==> src/rtl/button_pkg.sv <==
// Shared push-button constants: bit positions in the 4-bit button vectors and
// the press codes consumed by the downstream button-code register.
package button_pkg;

   localparam int BTN_N = 4;

   localparam int BTN_IDX_U = 0;
   localparam int BTN_IDX_R = 1;
   localparam int BTN_IDX_D = 2;
   localparam int BTN_IDX_L = 3;

   localparam logic [2:0] BTN_CODE_NONE = 3'd0;
   localparam logic [2:0] BTN_CODE_U    = 3'd1;
   localparam logic [2:0] BTN_CODE_R    = 3'd2;
   localparam logic [2:0] BTN_CODE_D    = 3'd3;
   localparam logic [2:0] BTN_CODE_L    = 3'd4;

   // Fixed priority U > R > D > L; lower-priority presses in the same cycle are dropped.
   function automatic logic [2:0] btn_encode(input logic [BTN_N-1:0] press);
      logic [2:0] code;
      code = BTN_CODE_NONE;
      if (press[BTN_IDX_U]) begin
         code = BTN_CODE_U;
      end else if (press[BTN_IDX_R]) begin
         code = BTN_CODE_R;
      end else if (press[BTN_IDX_D]) begin
         code = BTN_CODE_D;
      end else if (press[BTN_IDX_L]) begin
         code = BTN_CODE_L;
      end
      return code;
   endfunction

endpackage

==> src/rtl/debounce_channel.sv <==
// One button: 2-flop synchroniser, stable-time counter and registered edge detector.
// Level follows raw after DEBOUNCE_CYCLES+2 edges; pulses one cycle after the level; no backpressure.
module debounce_channel #(
   parameter int DEBOUNCE_CYCLES = 1000000,
   parameter int CNT_W           = 24
) (
   input  logic clk,
   input  logic rst_n,
   input  logic raw,
   output logic level,
   output logic press_pulse,
   output logic release_pulse
);

   localparam logic [CNT_W-1:0] CNT_MAX = CNT_W'(DEBOUNCE_CYCLES - 1);
   localparam logic [CNT_W-1:0] CNT_ONE = CNT_W'(1);

   logic             s1;
   logic             s2;
   logic             stable;
   logic             stable_d;
   logic [CNT_W-1:0] cnt;
   logic             press_r;
   logic             release_r;

   always_ff @(posedge clk or negedge rst_n) begin
      if (!rst_n) begin
         s1 <= 1'b0;
         s2 <= 1'b0;
      end else begin
         s1 <= raw;
         s2 <= s1;
      end
   end

   // Any cycle agreeing with the accepted level restarts the window, so bounce never accumulates.
   always_ff @(posedge clk or negedge rst_n) begin
      if (!rst_n) begin
         cnt    <= '0;
         stable <= 1'b0;
      end else if (s2 == stable) begin
         cnt <= '0;
      end else if (cnt == CNT_MAX) begin
         cnt    <= '0;
         stable <= s2;
      end else begin
         cnt <= cnt + CNT_ONE;
      end
   end

   always_ff @(posedge clk or negedge rst_n) begin
      if (!rst_n) begin
         stable_d  <= 1'b0;
         press_r   <= 1'b0;
         release_r <= 1'b0;
      end else begin
         stable_d  <= stable;
         press_r   <= stable & ~stable_d;
         release_r <= ~stable & stable_d;
      end
   end

   assign level         = stable;
   assign press_pulse   = press_r;
   assign release_pulse = release_r;

endmodule

==> src/rtl/button_debounce.sv <==
// Debounces the four board buttons and encodes the highest-priority press.
// press_code/press_valid follow btn_press by one cycle; no backpressure.
module button_debounce
   import button_pkg::*;
#(
   parameter int DEBOUNCE_CYCLES = 1000000,
   parameter int CNT_W           = 24
) (
   input  logic       clk,
   input  logic       rst_n,
   input  logic       BTNU,
   input  logic       BTNR,
   input  logic       BTND,
   input  logic       BTNL,
   output logic [3:0] btn_level,
   output logic [3:0] btn_press,
   output logic [3:0] btn_release,
   output logic [2:0] press_code,
   output logic       press_valid
);

   logic [BTN_N-1:0] raw;
   logic [2:0]       code_r;
   logic             valid_r;

   always_comb begin
      raw            = '0;
      raw[BTN_IDX_U] = BTNU;
      raw[BTN_IDX_R] = BTNR;
      raw[BTN_IDX_D] = BTND;
      raw[BTN_IDX_L] = BTNL;
   end

   for (genvar i = 0; i < BTN_N; i++) begin : g_chan
      debounce_channel #(
         .DEBOUNCE_CYCLES (DEBOUNCE_CYCLES),
         .CNT_W           (CNT_W)
      ) u_chan (
         .clk           (clk),
         .rst_n         (rst_n),
         .raw           (raw[i]),
         .level         (btn_level[i]),
         .press_pulse   (btn_press[i]),
         .release_pulse (btn_release[i])
      );
   end

   // Code holds until the next press; releases never touch it.
   always_ff @(posedge clk or negedge rst_n) begin
      if (!rst_n) begin
         code_r  <= BTN_CODE_NONE;
         valid_r <= 1'b0;
      end else begin
         valid_r <= |btn_press;
         if (|btn_press) begin
            code_r <= btn_encode(btn_press);
         end
      end
   end

   assign press_code  = code_r;
   assign press_valid = valid_r;

endmodule

==> config.mk <==
export PLATFORM = sky130hd
export DESIGN_NAME = button_debounce
export DESIGN_NICKNAME = d
export VERILOG_FILES = /design/src/rtl/button_pkg.sv /design/src/rtl/debounce_channel.sv /design/src/rtl/button_debounce.sv
export SDC_FILE = /design/constraint.sdc
export NUM_CORES = 1
export LEC_CHECK = 0
export CAP_MARGIN = 30
export CORE_ASPECT_RATIO = 1.1
export CORE_UTILIZATION = 35
export CTS_CLUSTER_SIZE = 12
export DETAILED_ROUTE_END_ITERATION = 10
export DONT_BUFFER_PORTS = 1
export PLACE_DENSITY_LB_ADDON = 0.05
export SYNTH_ARGS = -nofsm -noshare
export SYNTH_HDL_FRONTEND = slang
export SYNTH_SLANG_ARGS = --single-unit
==> constraint.sdc <==
create_clock -name clk -period 2.2 [get_ports clk]
set_clock_uncertainty 0.15 [all_clocks]
set_input_delay 0.22 -clock clk [delete_from_list [all_inputs] [get_ports clk]]
set_output_delay 0.22 -clock clk [all_outputs]
set_load 0.02 [all_outputs]
==> results.toml <==
[setup_path]
cp-start-kind = "register"
arrival_ns = 2.28
criticalPathCategory = "register to register"
path_max_fanout = 4
required_ns = 2.36
r2r-start = "g_chan[1].u_chan.cnt[11]$_DFF_PN0_"
r2r_end = "g_chan[1].u_chan.level$_DFFE_PN0P_"
endpoint_kind = "register"
reg2reg_depth = 4
reg2reg_slack_ns = 0.08

[sta]
timing.final.crit_share_pct = 96.4
maxSlewHeadroom_pct = 69.4
fin_crit_ns = 2.12
rsz0062_at_grt = "no"
tightest_slew_ns = 0.457
slew_violations = 0
fmax_mhz = 472
timing.final.ws_setup_ns = 0.0799
tns_ns = 0
whs_ns = -0.652
finalHoldViolCount = 124
setup_viol = 0

[clock_tree]
root_buffer = "clkbuf_16"
cts_inserted_buffers = 17
hold_buffers = 4
clk_latency_ns = 0.42
path_clk_slew_ns = 0.06
cts_buffer_depth = 2
cts_sinks = 124
htreeDepth = 4
cts_tree = "built"

[status]
status = "complete, but fails checks"
failed_checks = "negative hold slack"

[placement]
io_buffers = 0
gp_congestion = 0.792
place_ws_ns = 0.0173
placed_area_mm2 = 0.00645
hpwl_um = 8530

[logic_synthesis]
ys_seq_elements = 124
synth_top_area_share_pct = 52.4
ys_types = 46
synthCells = 575
syn_nets = 585
yosysTopAreaCell = "dfrtp_1"
async_reset_ff_share_pct = 100
netlist_top_cells_area = "dfrtp_1, nor2_1, xnor2_1, xor2_1, or4_1"
synth_area_per_cell_um2 = 10.3
synth_enable_flop_cells = 0
seq_area_frac_synth_pct = 52.4
yosysMostFrequentCell = "dfrtp_1"
yosys_warnings = 0
syn-cell-area_mm2 = 0.00592
netlist_top_cells_count = "dfrtp_1, nor2_1, a21oi_1"
ys.flop_type = "dfrtp_1"

[global_routing]
grt_pass1_wl_um = 21900
first_global_vias = 4502
grt_max_degree = 125
grt_use_total_pct = 15.8
grt_overflow = 0
antenna_found_initial = 0

[floorplan]
die_w_um = 126
rows = 49
core_area_mm2 = 0.0164
io_pins = 22
initial_utilization_pct = 36.0
dieArea_mm2 = 0.0174
fp.dieH_um = 138

[drt]
wl_per_cell_um = 15.0
vias = 4482
drc = 0
vias_per_cell = 5.32
wl_um = 12600
ant_nets = 0
drt_iter0_drc = 239
first_pass_iters = 4

[final_layout]
area_growth_pct = 21.5
fin_area_mm2 = 0.00720
fillers = 1610
n_antenna_cell = 0
drive_gt1_share_pct = 18.8
fin_nets = 636

[power_and_ir_drop]
p_leak_nw = 2.99
total_power_w = 0.00542
power-per-cell-area_mw_per_mm2 = 753
ir_drop_v = 0.000564

[worst_hold_path]
hp-class = "input port to asynchronous set/reset pin"

[run]
cap_violations = 0
-- worst max-delay path by stage --
stage	slack, ns	cells after the start	startpoint	endpoint
after floorplan	0.02	6	g_chan[1].u_chan.cnt[0]$_DFF_PN0_	g_chan[1].u_chan.cnt[20]$_DFF_PN0_
after global routing	0.01	6	g_chan[2].u_chan.cnt[7]$_DFF_PN0_	g_chan[2].u_chan.cnt[22]$_DFF_PN0_
after detailed placement	0.02	5	g_chan[3].u_chan.cnt[13]$_DFF_PN0_	g_chan[3].u_chan.cnt[14]$_DFF_PN0_
after CTS	0.02	4	g_chan[1].u_chan.cnt[4]$_DFF_PN0_	g_chan[1].u_chan.cnt[23]$_DFF_PN0_
after global placement	0.08	5	g_chan[3].u_chan.cnt[13]$_DFF_PN0_	g_chan[3].u_chan.cnt[5]$_DFF_PN0_
final	0.08	4	g_chan[1].u_chan.cnt[11]$_DFF_PN0_	g_chan[1].u_chan.level$_DFFE_PN0P_
-- power breakdown --
group / total, W / switching (W) / leakage (nW) / internal, W
sequential: 0.00233 / 0.0000234 / 1.70 / 0.00231
combinational: 0.000114 / 0.0000616 / 0.986 / 0.0000520
clock: 0.00298 / 0.00105 / 0.298 / 0.00192
-- cell families (layout without fill, tap and decap cells) --
family,Yosys count,count (layout),synth area share [%]
and+or+nand+nor,268,269,25.5
DFF,124,124,52.4
AOI/OAI and AO/OA,79,79,8.43
xor gates and xnor gates,56,56,8.28
buffers and inverters,40,103,3.78
adders and majority gates,4,4,0.845
muxes,4,4,0.761
-- layer usage --
layer	global-route usage (%)	vias to the layer above	part of all wire (%)
li1	-	2198	-
met5	0	-	0
met4	5.14	0	1.3
met3	4.41	14	2.9
met2	25.3	60	49
met1	20.7	2210	47
-- placed cells by master (no fill, tap or decap), types with 13 or more instances in the layout --
master     instances
dfrtp_1          123
nor2_1            69
buf_4             50
a21oi_1           34
nand3_1           33
nand2_1           31
xnor2_1           29
xor2_1            27
or4_1             25
nand4_1           22
o31ai_1           21
clkbuf_16         17
nor4_1            15
o21ai_0           13
inv_1             13
-- critical path, stage by stage, from the launching register on --
cell and delay [ns]:
dfrtp_1 0.43, or4_1 0.50, or4_4 0.46, nor2_1 0.13
mux2_2 0.34
-- sequential cells by signal, summed over array words and instances, names as in the netlist --
name / count
press_code: 3
g_chan.u_chan.s2: 4
g_chan.u_chan.press_pulse: 4
g_chan.u_chan.s1: 4
g_chan.u_chan.cnt: 96
g_chan.u_chan.stable_d: 4
g_chan.u_chan.release_pulse: 4
press_valid: 1
g_chan.u_chan.level: 4
-- timing repair --
action                                  4_1_cts  5_1_grt
endpoints found under the hold margin       128      124
setup buffers                                 0        2
endpoints found under the setup margin        0       38
resized for setup                             0       10
-- final cells by class --
class	count	area, um^2	share of cell area (%)
sequential	124	3100	43.1
clock inverter	14	195	2.71
clock buffer	18	439	6.10
multi-input combinational	412	2670	37.1
inverter	13	48.8	0.678
timing repair buffer	58	487	6.76
tap	204	255	3.55
-- metrics by stage --
step / std cells / utilization (%)
6_report: 843 / 43.8
3_5_place_dp: 804 / 39.2
4_1_cts: 840 / 43.4
5_1_grt: 843 / 43.8
3_3_place_gp: 804 / 39.2
2_1_floorplan: 575 / -
Power figures use the tool's default switching activity.
